$ cat config.mk
export PLATFORM = sky130hd
export DESIGN_NAME = usb_stream_packetizer
export DESIGN_NICKNAME = d
export VERILOG_FILES = /design/src/rtl/usb_pkt_pkg.sv /design/src/rtl/usb_stream_packetizer.sv
export SDC_FILE = /design/constraint.sdc
export NUM_CORES = 1
export LEC_CHECK = 0
export ABC_AREA = 1
export BUFFER_PORTS_ARGS = -buffer_cell sky130_fd_sc_hd__buf_2
export CAP_MARGIN = 20
export CORE_ASPECT_RATIO = 2
export CORE_MARGIN = 5
export CORE_UTILIZATION = 51
export CTS_CLUSTER_SIZE = 12
export DETAILED_ROUTE_END_ITERATION = 7
export GPL_TIMING_DRIVEN = 0
export PLACE_DENSITY = 0.8
export SKIP_LAST_GASP = 1
export SYNTH_ARGS = -nofsm -noshare
export SYNTH_HDL_FRONTEND = slang
export SYNTH_SLANG_ARGS = --single-unit
$ cat constraint.sdc
create_clock -name clk -period 1.98 [get_ports clk]
set_input_delay 0.099 -clock clk [delete_from_list [all_inputs] [get_ports clk]]
set_output_delay 0.099 -clock clk [all_outputs]
set_load 0.01 [all_outputs]
$ cat src/rtl/usb_pkt_pkg.sv
// Shared definitions for the USB stream packetizer: header layout, FSM states
// and header builders.
package usb_pkt_pkg;

  localparam logic [7:0] PKT_MAGIC = 8'hA5;

  // Header word 0: {magic, stream id, sequence}
  localparam int HDR0_MAGIC_LSB = 24;
  localparam int HDR0_ID_LSB    = 16;
  localparam int HDR0_SEQ_LSB   = 0;
  // Header word 1: {drop count, payload length}
  localparam int HDR1_DROP_LSB  = 16;
  localparam int HDR1_LEN_LSB   = 0;

  typedef enum logic [2:0] {
    ST_IDLE,
    ST_HDR0,
    ST_HDR1,
    ST_PAYLOAD,
    ST_PAD,
    ST_PUSH
  } pkt_state_e;

  function automatic logic [31:0] build_hdr0(input logic [7:0] id, input logic [15:0] seq);
    logic [31:0] h;
    h = '0;
    h[HDR0_MAGIC_LSB +: 8] = PKT_MAGIC;
    h[HDR0_ID_LSB    +: 8] = id;
    h[HDR0_SEQ_LSB   +: 16] = seq;
    return h;
  endfunction

  function automatic logic [31:0] build_hdr1(input logic [15:0] drops, input logic [15:0] len);
    logic [31:0] h;
    h = '0;
    h[HDR1_DROP_LSB +: 16] = drops;
    h[HDR1_LEN_LSB  +: 16] = len;
    return h;
  endfunction

endpackage

$ cat src/rtl/usb_stream_packetizer.sv
// Frames a 32-bit sample stream into fixed-size packets (2 header words +
// PAYLOAD_WORDS payload words + push) for one FT601 write-buffer channel.
module usb_stream_packetizer
  import usb_pkt_pkg::*;
#(
  parameter int         PAYLOAD_WORDS = 254,
  parameter logic [7:0] STREAM_ID     = 8'h00
) (
  input  logic        clk,
  input  logic        reset_n,
  input  logic        enable,
  input  logic [31:0] in_data,
  input  logic        in_valid,
  output logic        in_ready,
  output logic [31:0] wr_data,
  output logic [3:0]  wr_be,
  output logic        wr_en,
  output logic        wr_push,
  input  logic        wr_almost_full,
  input  logic        wr_has_packet_space,
  output logic [15:0] seq_num,
  output logic [15:0] drop_count
);

  localparam int              CW   = $clog2(PAYLOAD_WORDS + 1);
  localparam logic [CW-1:0]   LAST = CW'(PAYLOAD_WORDS);
  localparam logic [15:0]     LEN  = 16'(PAYLOAD_WORDS);

  pkt_state_e    state_q, state_d;
  logic [CW-1:0] cnt_q, cnt_d, cnt_inc;
  logic [31:0]   wr_data_q, wr_data_d;
  logic [3:0]    wr_be_q, wr_be_d;
  logic          wr_en_q, wr_en_d;
  logic          wr_push_q, wr_push_d;
  logic [15:0]   seq_q, seq_d;
  logic [15:0]   drop_q, drop_d;
  logic          drop_now;

  assign cnt_inc    = cnt_q + 1'b1;
  assign wr_data    = wr_data_q;
  assign wr_be      = wr_be_q;
  assign wr_en      = wr_en_q;
  assign wr_push    = wr_push_q;
  assign seq_num    = seq_q;
  assign drop_count = drop_q;

  // Input handshake: only payload words are taken, and only with room downstream
  always_comb begin
    in_ready = (state_q == ST_PAYLOAD) && enable && !wr_almost_full;
    drop_now = in_valid && !in_ready;
  end

  // Next-state, counter and registered-output computation
  always_comb begin
    state_d   = state_q;
    cnt_d     = cnt_q;
    seq_d     = seq_q;
    wr_data_d = '0;
    wr_be_d   = '0;
    wr_en_d   = 1'b0;
    wr_push_d = 1'b0;
    drop_d    = (drop_now && drop_q != 16'hFFFF) ? drop_q + 16'd1 : drop_q;
    case (state_q)
      ST_IDLE: begin
        // Space for a whole packet is checked once here; headers never stall
        if (enable && wr_has_packet_space) state_d = ST_HDR0;
      end
      ST_HDR0: begin
        wr_data_d = build_hdr0(STREAM_ID, seq_q);
        wr_be_d   = 4'hF;
        wr_en_d   = 1'b1;
        cnt_d     = '0;
        state_d   = ST_HDR1;
      end
      ST_HDR1: begin
        // Drops are reported here; one arriving this very cycle is kept for next time
        wr_data_d = build_hdr1(drop_q, LEN);
        wr_be_d   = 4'hF;
        wr_en_d   = 1'b1;
        drop_d    = {15'd0, drop_now};
        state_d   = ST_PAYLOAD;
      end
      ST_PAYLOAD: begin
        if (in_valid && in_ready) begin
          wr_data_d = in_data;
          wr_be_d   = 4'hF;
          wr_en_d   = 1'b1;
          cnt_d     = cnt_inc;
          if (cnt_inc == LAST) state_d = ST_PUSH;
        end else if (!enable) begin
          state_d = ST_PAD;
        end
      end
      ST_PAD: begin
        // Pad words carry no enabled bytes but still fill the fixed packet size
        if (!wr_almost_full) begin
          wr_en_d = 1'b1;
          cnt_d   = cnt_inc;
          if (cnt_inc == LAST) state_d = ST_PUSH;
        end
      end
      ST_PUSH: begin
        wr_push_d = 1'b1;
        seq_d     = seq_q + 16'd1;
        state_d   = ST_IDLE;
      end
      default: state_d = ST_IDLE;
    endcase
  end

  // State and output registers; reset abandons any partial packet without a push
  always_ff @(posedge clk) begin
    if (!reset_n) begin
      state_q   <= ST_IDLE;
      cnt_q     <= '0;
      wr_data_q <= '0;
      wr_be_q   <= '0;
      wr_en_q   <= 1'b0;
      wr_push_q <= 1'b0;
      seq_q     <= '0;
      drop_q    <= '0;
    end else begin
      state_q   <= state_d;
      cnt_q     <= cnt_d;
      wr_data_q <= wr_data_d;
      wr_be_q   <= wr_be_d;
      wr_en_q   <= wr_en_d;
      wr_push_q <= wr_push_d;
      seq_q     <= seq_d;
      drop_q    <= drop_d;
    end
  end

endmodule

Word level (Yosys, flattened, before mapping). Cells that the tools add are included.

Bits in registers: 81. Input port bits: 38. Output and inout port bits: 71. Word-level logic and storage cells: 58.

Add/subtract/negate cells: 3. Equal/unequal tests: 11. Multiplexer cells: 19. Bitwise gates (word level): 1. Reduce and logical (&&, ||, !) cells: 15.

Operators by type and width (number): $pmux W32 S3 (1); $add A16 B1 Y16 const B (2); $mux W32 (1); $pmux W8 S3 (1); $mux W8 (2); $ne A16 B16 Y1 const B (1); $mux W3 (5); $pmux W3 S5 (1); $add A8 B1 Y8 const B (1); $eq A8 B8 Y1 const B (1); $pmux W4 S2 (1); $eq A3 B2 Y1 const B (2); $eq A3 B3 Y1 const B (2); $logic_and A1 B1 Y1 (6); $reduce_and A3 Y1 (2); $mux W1 (5); $mux W4 (1); $ne A2 B2 Y1 const B (2); $reduce_or A2 Y1 (2); $eq A3 B1 Y1 const B (1); $logic_not A3 Y1 (1); $ne A3 B2 Y1 const B (1); $pmux W1 S3 (1); $reduce_bool A3 Y1 (1); other kinds (4) (5).

Longest topological paths before layout. Gate-level depths: netlist of the first run.

Word-level depth: 8. Depth in mapped cells: 12. Depth with buffers taken out: 12.

Least setup slack after synthesis of the first run. Ideal clock, no wire load.

Path kind: reg2reg. Start: register drop_q[0] (netlist: drop_count[0]). End: register drop_q[15] (netlist: drop_count[15]). Library setup time: 0.132 ns. Data arrival time: 1.644 ns. Required time: 1.848 ns. Setup slack: 0.204 ns. Stages on the path, launching flop included: 10. Path buffers: 1. Period minus slack after synthesis: 1.776 ns. Cell sequence: dfxtp_1 > ha_1 > nand3_1 > nor3_1 > nand3_1 > nand2_2 > inv_2 > buf_6 > nand2_1 > a21oi_1.

Word-level cells in the longest chain between the ends: 2. Elaborated cells between the ends (all ways): 3. Classes of those cells: 1 x add/sub; 1 x eq/ne; 1 x reduce/logical.

Ends and longest elaborated chain: from (decl) (RTL line usb_stream_packetizer.sv:36) `logic [15:0] drop_q, drop_d;`; from (signal assigned) (RTL line usb_stream_packetizer.sv:130) `drop_q <= drop_d;`; branches (longest 2 deep; another with $add A16 B1 Y16).

Several ways; the timed one is not identified. A chain may end at the register's enable or synchronous reset.

Final worst setup path of the first run.
Start: register drop_q[0] (netlist: drop_count[0]). End: register drop_q[14] (netlist: drop_count[14]).

The elaborated chain is that of the path after synthesis.

==> summary.txt, run 1 <==
Timing
  • Slew @ Worst Pin: about 0.6 ns
  • Setup tns final: 0 ns
  • Final Hold Viols: 0
  • Slew margin rel.: 60.2%
  • Clock skew: 0.00470 ns
  • Final setup fails: 0
  • Worst hold margin: 0.000719 ns
  • Max-slew violations: 0
  • Final min period: 1.86 ns
  • Fmax: 538 MHz
  • Final WS setup: between 0.1 and 0.15 ns
  • RSZ-0062 raised after global routing: no
  • Fin crit share: 93.9%

Synth
  • Avg Synthesized Cell Area: 7.41 um2
  • Syn_nets: 524
  • Biggest area consumer among synthesized cells: dfxtp_1
  • Most instantiated library cell after synthesis: nand2_1
  • Cells after Synth: between 400 and 500
  • EDFF count, synth: 0
  • Cell Area, Synth: 0.00357 mm2
  • Yosys warning count: 0
  • Synth area leaders: dfxtp_1 (44%), nand2_1 (11%), a21oi_1 (7.6%)
  • Ys flop type: dfxtp_1
  • Post-synth top cells: nand2_1 (109), dfxtp_1 (78), a21oi_1 (54)
  • Yosys cell types: 34
  • Flops & latches, synth: 78
  • Async S/R FF share, synth: 0%
  • Yosys top cell area share: a little over two fifths
  • Seq/Total Area, Yosys: a little over two fifths

Floorplanning
  • Die width: approximately 69 um
  • I/O pin cnt: 109
  • Core Area: 0.00689 mm2
  • Initial Util: between 50 and 60%
  • Die span in y: 128 um
  • Standard-cell rows: 43
  • Die Area: 0.00888 mm2

Routing
  • Drc violations: 0
  • Routed vias: 3806
  • Vias/cell: 5.40
  • WL/cell: around 15 um
  • Post-Route WL: between 10000 and 15000 um
  • DR pass1 iterations: 6
  • Routed Antenna Nets: 0
  • Iter 0 DRT Violations: 388

GRT
  • Largest net degree at the start of global routing: 14
  • First-pass GRT wire length: 17300 um
  • Initial antenna violation count: 0
  • Vias in the first global route: 3770
  • Grt ovf: 0
  • GRT Total Usage: 24.1%

Clock network
  • Clock latency on the worst-skew pair: 0.34 ns
  • CTS tree: yes
  • Clk sink count: 78
  • Root buffer cell: clkbuf_16
  • Total CTS buffers: 9
  • H-tree depth: 3
  • CTS max path bufs: 2
  • Clock-pin transition on the worst setup and hold timing paths: approximately 0.06 ns

Power
  • Max IR drop VDD: 0.746 mV
  • Design Power: about 4.4 mW
  • Clock share of power: a little under two fifths
  • Logic pwr share: 21.5%
  • Cell Pwr Density: 944 mW/mm2
  • P_int: 3.04 mW
  • Switch share: 30.5%
  • P_sw: 1.34 mW
  • Sequential power share: 40.9%
  • Static leakage: 2.07 nW

Critical path
  • WP data required: 2.20 ns
  • Critical path's largest stage delay: between 0.4 and 0.5 ns
  • Critical path's most frequent cell: nand3_1
  • CP Max Fanout: 10
  • Critical Path End Type: register
  • Critical Path AT: between 2 and 2.5 ns
  • CP Class: reg2reg
  • Crit path cell chain: ha_4 -> nand3_1 -> nor3_2 -> nand3_1 -> nand2_4 -> inv_2 -> buf_6 -> nand2_1 -> a21oi_1
  • Critical path's slowest cell: dfxtp_2
  • CP Launch Type: register

Final layout
  • Core Util, Final: 67.4%
  • FF/Latch Area: 0.00156 mm2
  • Share of layout cells above drive strength 1: 25.0%
  • Ant. Diodes: 0
  • Multi-input gate area: between 0.0015 and 0.002 mm2
  • Nets: 652
  • Area Overhead vs Synth: 29.9%
  • Layout fillers: 630

Run status
  • Status: finished, final reports clean

Placed design
  • Routability cong.: 0.973
  • IO buf count: around 110
  • HPWL after DPL: 7950 um
  • Pre-CTS WS: -0.213 ns

Hold path
  • Hold WC Path Type: in2reg

Job
  • Max-cap violations: 0
## logic make-up after synthesis
| kind of cell | synth area share (%) |
|---|---|
| AO/OA/AOI/OAI | 17.5 |
| XOR/XNOR | 2.70 |
| adder cells (fa/ha/maj) | 1.40 |
| buffers and inverters | 8.54 |
| flip-flops | 43.7 |
| AND/OR/NAND/NOR | 26.2 |
## flip-flops by register name, indices dropped and copies added, names as in the netlist
| signal | cells |
|---|---|
| cnt_q | 8 |
| wr_push | 1 |
| wr_en | 1 |
| drop_count | 16 |
| wr_data | 32 |
| wr_be | 1 |
| state_q | 3 |
| seq_num | 16 |
## through the flow
| stage | area [um2] | instances |
|---|---|---|
| 4_1_cts | 4620 | 704 |
| 3_5_place_dp | 4230 | 680 |
| 2_1_floorplan | 3570 | 482 |
| 5_1_grt | 4640 | 705 |
| 3_3_place_gp | 4230 | 680 |
| 6_report | 4640 | 705 |
## power by group through the flow
stage	Combinational (mW)	Sequential, mW	Clock (mW)
floorplan	0.540	1.85	0
global placement	0.891	1.81	0
detailed placement	0.916	1.81	0
CTS	0.939	1.78	1.68
global route	1.04	1.80	1.74
finish	0.940	1.79	1.65
## area by class of cell
type / instances / share of cell area (%)
multi-input cells: 332 / 37.3
flip-flops and latches: 78 / 33.7
repair buffers: 117 / 13.5
clock buffers: 11 / 5.23
inverters: 52 / 4.21
well taps: 90 / 2.43
plain buffers: 20 / 2.40
clock inverters: 5 / 1.24
## what timing repair did
item                                   CTS  global route
resized for setup                        4             4
pin swaps                                0             1
hold buffers                             8             0
buffers inserted                         0             1
setup endpoints to repair               16            13
endpoints found under the hold margin    8             0
## worst paths after layout
path | to | start | depth (start not counted) | slack [ns]
max | drop_count[14] | drop_count[0] | 9 | 0.12
min reg2reg | cnt_q[7] | cnt_q[7] | 2 | 0.49
min | wr_data[12] | in_data[12] | 3 | 0.0007
max reg2reg | drop_count[14] | drop_count[0] | 9 | 0.12
## cells in the final DEF (no fill, tap or decap), types with 3 or more instances in the layout
cell type	instances
a21oi_1	54
a22oi_1	25
buf_2	112
buf_4	5
clkbuf_1	10
clkbuf_16	9
dfxtp_1	76
dlygate4sd3_1	8
ha_1	3
inv_1	48
inv_2	3
nand2_1	109
nand3_1	25
nand3b_1	4
nand4_1	6
nor2_1	49
nor2_2	3
nor3_1	4
nor3b_1	4
o21a_1	4
o21ai_0	13
o21bai_1	3
xnor2_1	5
xor2_1	6
## routing by layer
layer | part of all wire [%] | vias to the layer above | global-route usage, %
li1 | - | 1848 | -
met1 | 34 | 1745 | 22.9
met2 | 55 | 174 | 45.4
met3 | 6.6 | 39 | 5.24
met4 | 5.1 | 0 | 16.1
met5 | 0 | - | 0
## worst max-delay path: cells and delay by family, from the launching register on
kind	cells	cell delay, ns
and+or+nand+nor	5	0.82
DFF	1	0.44
buffers and inverters	2	0.23
adders and majority gates	1	0.20
AOI/OAI and AO/OA	1	0.05
No activity file was read; power rests on OpenSTA's default activity.
==> inputs of run 2 (changes only) <==
--- a/config.mk
+++ b/config.mk
@@ -13,7 +13,6 @@
 export CORE_UTILIZATION = 51
 export CTS_CLUSTER_SIZE = 12
 export DETAILED_ROUTE_END_ITERATION = 7
-export GPL_TIMING_DRIVEN = 0
 export PLACE_DENSITY = 0.8
 export SKIP_LAST_GASP = 1
 export SYNTH_ARGS = -nofsm -noshare
==> run 2 against run 1 <==
Flip-flop and latch count unchanged. Utilization down 0.22 points. Clock power increased by 16%. Global-route usage shrank 0.24 points. Maximum frequency increased by 1.4%. First-iteration DRC count fell by 38%. Worst setup slack improved by 0.025 ns. Critical path type unchanged.
==> summary.txt, run 2 (synthesis gave the netlist of run 1 again) <==
Routing
  • Vias/cell: 5.44
  • Post-Route WL: 10500 um
  • Drc violations: 0
  • Iter 0 DRT Violations: 240
  • DR pass1 iterations: 5
  • WL/cell: around 15 um
  • Routed Antenna Nets: 0
  • Routed vias: ~3800

Floorplanning
  • Standard-cell rows: 43
  • Die width: 69.2 um
  • I/O pin cnt: around 110
  • Die Area: 0.00888 mm2
  • Core Area: 0.00689 mm2
  • Die span in y: 128 um
  • Initial Util: 51.9%

Power
  • Max IR drop VDD: 0.785 mV
  • Static leakage: between 2 and 2.5 nW
  • Cell Pwr Density: 995 mW/mm2

Critical path
  • Critical Path AT: 2.10 ns
  • Critical path's largest stage delay: 0.43 ns
  • Critical path's slowest cell: dfxtp_1
  • CP Class: reg2reg
  • CP Launch Type: register
  • Critical Path End Type: register
  • Crit path cell chain: ha_1 -> nand3_1 -> nor3_2 -> nand3_1 -> nand2_2 -> inv_2 -> nand2_1 -> nand2_1 -> a21oi_1
  • CP Max Fanout: 15
  • WP data required: 2.24 ns

Timing
  • Final min period: between 1.5 and 2 ns
  • Max-slew violations: 0
  • Slew @ Worst Pin: between 0.4 and 0.5 ns
  • Worst hold margin: 0.0102 ns
  • Final setup fails: 0
  • Fin crit share: 92.7%
  • Setup tns final: 0 ns
  • Clock skew: around 0.0050 ns
  • Fmax: 545 MHz
  • Final Hold Viols: 0
  • Slew margin rel.: about 70%

Hold path
  • Hold WC Path Type: in2reg

Placed design
  • Routability cong.: 0.993
  • IO buf count: 108
  • HPWL after DPL: 7620 um

Run status
  • Status: finished, final reports clean

GRT
  • Vias in the first global route: 3800
  • GRT Total Usage: 23.9%
  • Largest net degree at the start of global routing: 40
  • Grt ovf: 0
  • First-pass GRT wire length: 17000 um
  • Initial antenna violation count: 0

Job
  • Max-cap violations: 0

Final layout
  • Area Overhead vs Synth: 29.4%
  • Share of layout cells above drive strength 1: 26.1%
  • Largest register FFs: 32
  • Ant. Diodes: 0
  • Commonest non-fill, non-tap cell in the layout: nand2_1
  • Nets: 643
  • Most frequent cells in the layout: nand2_1 (109), buf_2 (108), dfxtp_1 (77)

Clock network
  • H-tree depth: 3
  • Root buffer cell: clkbuf_16
  • CTS tree: yes
  • Clock latency on the worst-skew pair: 0.34 ns
  • Total CTS buffers: 9
  • CTS max path bufs: 2
  • Setup bufs post-CTS: 0
  • Clk sink count: 78
  • Clock-pin transition on the worst setup and hold timing paths: 0.06 ns
-- run 2: cell types whose count changed in the layout (fill, tap and decap cells not counted), moves of 2 or more --
| cell | previous run | this run |
|---|---|---|
| buf_4 | 5 | 19 |
| clkbuf_1 | 10 | 2 |
| dlygate4sd3_1 | 8 | 1 |
| buf_2 | 112 | 108 |
| buf_6 | 2 | 0 |
| bufinv_16 | 1 | 3 |
| clkinv_2 | 2 | 0 |
-- run 2: critical path, delay by kind of cell, from the launching register on --
family                   cells  cell delay [ns]
buffers and inverters        1             0.15
flip-flops                   1             0.43
AO/OA/AOI/OAI                1             0.12
adder cells (fa/ha/maj)      1             0.21
AND/OR/NAND/NOR              6             0.85
-- run 2: path summary, 6_finish.rpt --
path / from / endpoint / slack (ns) / cells after the start
worst min register to register: cnt_q[6] / cnt_q[6] / 0.50 / 2
worst max-delay path: drop_count[1] / drop_count[5] / 0.15 / 9
worst max register to register: drop_count[1] / drop_count[5] / 0.15 / 9
worst min-delay path: in_data[17] / wr_data[17] / 0.01 / 3
-- run 2: what timing repair did --
item | 4_1_cts | 5_1_grt
gates resized for setup | 0 | 2
setup endpoints to repair | 0 | 2
endpoints found under the hold margin | 1 | 0
hold buffers | 1 | 0
-- run 2: area by class of cell --
| type | count | area [um2] |
|---|---|---|
| fillers | 612 | 2260 |
| multi-input cells | 332 | 1710 |
| flip-flops and latches | 78 | 1560 |
| repair buffers | 128 | 693 |
| clock buffers | 13 | 260 |
| inverters | 52 | 195 |
| well taps | 90 | 113 |
| clock inverters | 3 | 90.1 |
-- run 2: where the power goes --
part	switching, mW	total, mW	internal, mW
combinational	0.588	0.907	0.319
sequential	0.0846	1.77	1.69
clock	0.618	1.92	1.30
-- run 2: through the flow --
stage | setup WS (ns) | cells | total power [mW] | util (%) | cell area (um2)
floorplan | 0.204 | 482 | 2.39 | - | 3570
global route | -0.0391 | 696 | 4.81 | 67.2 | 4630
finish | 0.145 | 696 | 4.60 | 67.2 | 4630
global placement | 0.263 | 679 | 2.68 | 61.8 | 4260
detailed placement | 0.174 | 679 | 2.70 | 61.8 | 4260
CTS | 0.155 | 696 | 4.60 | 67.1 | 4620
-- run 2: metal layers --
| metal | up-vias | routed length (um) | GRT usage [%] |
|---|---|---|---|
| met5 | - | 0 | 0 |
| met4 | 0 | 395 | 14.2 |
| met3 | 34 | 564 | 5.63 |
| met2 | 157 | 5830 | 46.6 |
| met1 | 1771 | 3670 | 21.7 |
| li1 | 1823 | - | - |
==> inputs of run 3 (changes only) <==
--- a/config.mk
+++ b/config.mk
@@ -6,14 +6,15 @@
 export NUM_CORES = 1
 export LEC_CHECK = 0
 export ABC_AREA = 1
-export BUFFER_PORTS_ARGS = -buffer_cell sky130_fd_sc_hd__buf_2
 export CAP_MARGIN = 20
 export CORE_ASPECT_RATIO = 2
 export CORE_MARGIN = 5
-export CORE_UTILIZATION = 51
+export CORE_UTILIZATION = 60
+export CTS_BUF_LIST = sky130_fd_sc_hd__clkbuf_16
 export CTS_CLUSTER_SIZE = 12
 export DETAILED_ROUTE_END_ITERATION = 7
-export PLACE_DENSITY = 0.8
+export DONT_BUFFER_PORTS = 1
+export PLACE_DENSITY = 0.77
 export SKIP_LAST_GASP = 1
 export SYNTH_ARGS = -nofsm -noshare
 export SYNTH_HDL_FRONTEND = slang
==> run 3 against run 2 <==
Sequential power increased by 4%. Clock skew grew 0.00094 ns. Clock power about the same. Hold slack improved by 0.00073 ns. Total power shrank 1.7%. Flip-flop and latch count is the same. Routed wire length increased by 1.4%. Critical path type unchanged.
==> summary.txt, run 3 (synthesis gave the netlist of run 1 again) <==
Clock network
  • Setup bufs post-CTS: 0
  • Clk sink count: slightly below 80
  • Root buffer cell: clkbuf_16
  • CTS max path bufs: 2
  • Clock latency on the worst-skew pair: roughly 0.34 ns
  • Clock-pin transition on the worst setup and hold timing paths: 0.06 ns
  • CTS tree: yes
  • Total CTS buffers: 9
  • H-tree depth: 3

Timing
  • Slew margin rel.: 69.0%
  • Fin crit share: 89.7%
  • Fmax: 563 MHz
  • RSZ-0062 raised after global routing: no
  • Setup tns final: 0 ns
  • Final setup fails: 0
  • Final min period: approximately 1.8 ns
  • Final Hold Viols: 0
  • Max-slew violations: 0
  • Slew @ Worst Pin: between 0.4 and 0.5 ns
  • Final WS setup: just over 0.2 ns
  • Clock skew: 0.00595 ns

Placed design
  • IO buf count: 0
  • Pre-CTS WS: 0.205 ns
  • Routability cong.: 0.995
  • HPWL after DPL: 6990 um

Final layout
  • Commonest non-fill, non-tap cell in the layout: nand2_1
  • Share of layout cells above drive strength 1: 10.1%
  • Most frequent cells in the layout: nand2_1 (109), dfxtp_1 (77), a21oi_1 (54)
  • Nets: 571
  • Largest register FFs: 32
  • Area Overhead vs Synth: 23.2%

GRT
  • Grt ovf: 0
  • Vias in the first global route: 3490
  • Largest net degree at the start of global routing: 36
  • GRT Total Usage: 28.6%
  • Initial antenna violation count: 1
  • First-pass GRT wire length: about 17000 um

Routing
  • Routed Antenna Nets: 0
  • Post-Route WL: between 10000 and 15000 um
  • DR pass1 iterations: 5
  • Drc violations: 0
  • Vias/cell: around 5.9
  • Iter 0 DRT Violations: 332
  • WL/cell: around 18 um
  • Routed vias: 3500

Critical path
  • WP data required: roughly 2.2 ns
  • Critical Path AT: 2.03 ns
  • Critical Path End Type: register
  • CP Launch Type: register
  • CP Max Fanout: 24
  • CP Class: reg2reg
  • R2R cell count: 7

Floorplanning
  • Die span in y: 119 um
  • I/O pin cnt: between 100 and 150
  • Die Area: 0.00769 mm2
  • Standard-cell rows: 39
  • Initial Util: between 60% and 70%
  • Die width: 64.6 um
  • Core Area: between 0.005 and 0.006 mm2

Job
  • Max-cap violations: 0

Power
  • Design Power: roughly 4.5 mW
  • Max IR drop VDD: 0.685 mV
  • Cell Pwr Density: 1030 mW/mm2
  • Static leakage: 1.71 nW

Hold path
  • Hold WC Path Type: in2reg
  • Hold path depth: 4

Run status
  • Status: finished, final reports clean
run 3: per-layer routing:
metal / track usage [%] / part of all wire (%) / up-vias
met1: 26.2 / 33 / 1577
met3: 7.34 / 7.6 / 53
li1: - / - / 1682
met2: 51.8 / 53 / 188
met4: 21.7 / 6.1 / 0
met5: 0 / 0 / -
run 3: cell type report:
cell class                 count  area (um2)
multi-input combinational    332        1710
timing repair buffer          56         515
sequential                    78        1560
clock inverter                 7         120
antenna                        1        2.50
fill                         417        1350
inverter                      52         195
tap                           61        76.3
clock buffer                   9         225
run 3: worst max-delay path, stage by stage (launching register included):
cell and delay (ns):
dfxtp_1 0.44, nand3_1 0.18, nor2_2 0.21, nand3_2 0.18
inv_2 0.23, buf_12 0.20, a22oi_1 0.08, a21oi_1 0.17
run 3: what timing repair did:
| item | in CTS | in global routing |
|---|---|---|
| endpoints found under the setup margin | 0 | 1 |
| endpoints found under the hold margin | 42 | 0 |
| hold buffers | 33 | 0 |
| gates resized for setup | 0 | 1 |
run 3: path summary, 6_finish.rpt:
path,from,endpoint,slack [ns]
setup reg to reg,state_q[0],wr_data[24],0.20
setup / recovery,state_q[0],wr_data[24],0.20
hold reg to reg,cnt_q[7],cnt_q[7],0.49
hold / removal,reset_n,state_q[0],0.01
run 3: through the flow:
| stage | util (%) | std cells | instance area, um2 | hold WS, ns |
|---|---|---|---|---|
| 6_report | 76.5 | 596 | 4400 | 0.0109 |
| 5_1_grt | 76.5 | 596 | 4400 | 0.0272 |
| 4_1_cts | 76.4 | 595 | 4400 | 0.0118 |
| 3_5_place_dp | 64.7 | 546 | 3720 | 0.212 |
| 3_3_place_gp | 64.7 | 546 | 3720 | 0.211 |
| 2_1_floorplan | - | 482 | 3570 | 0.243 |
run 3: power by group:
part / switching, mW / leakage [nW] / internal, mW / total (mW)
registers: 0.150 / 0.631 / 1.69 / 1.84
clock network: 0.660 / 0.168 / 1.23 / 1.89
logic: 0.521 / 0.908 / 0.264 / 0.785
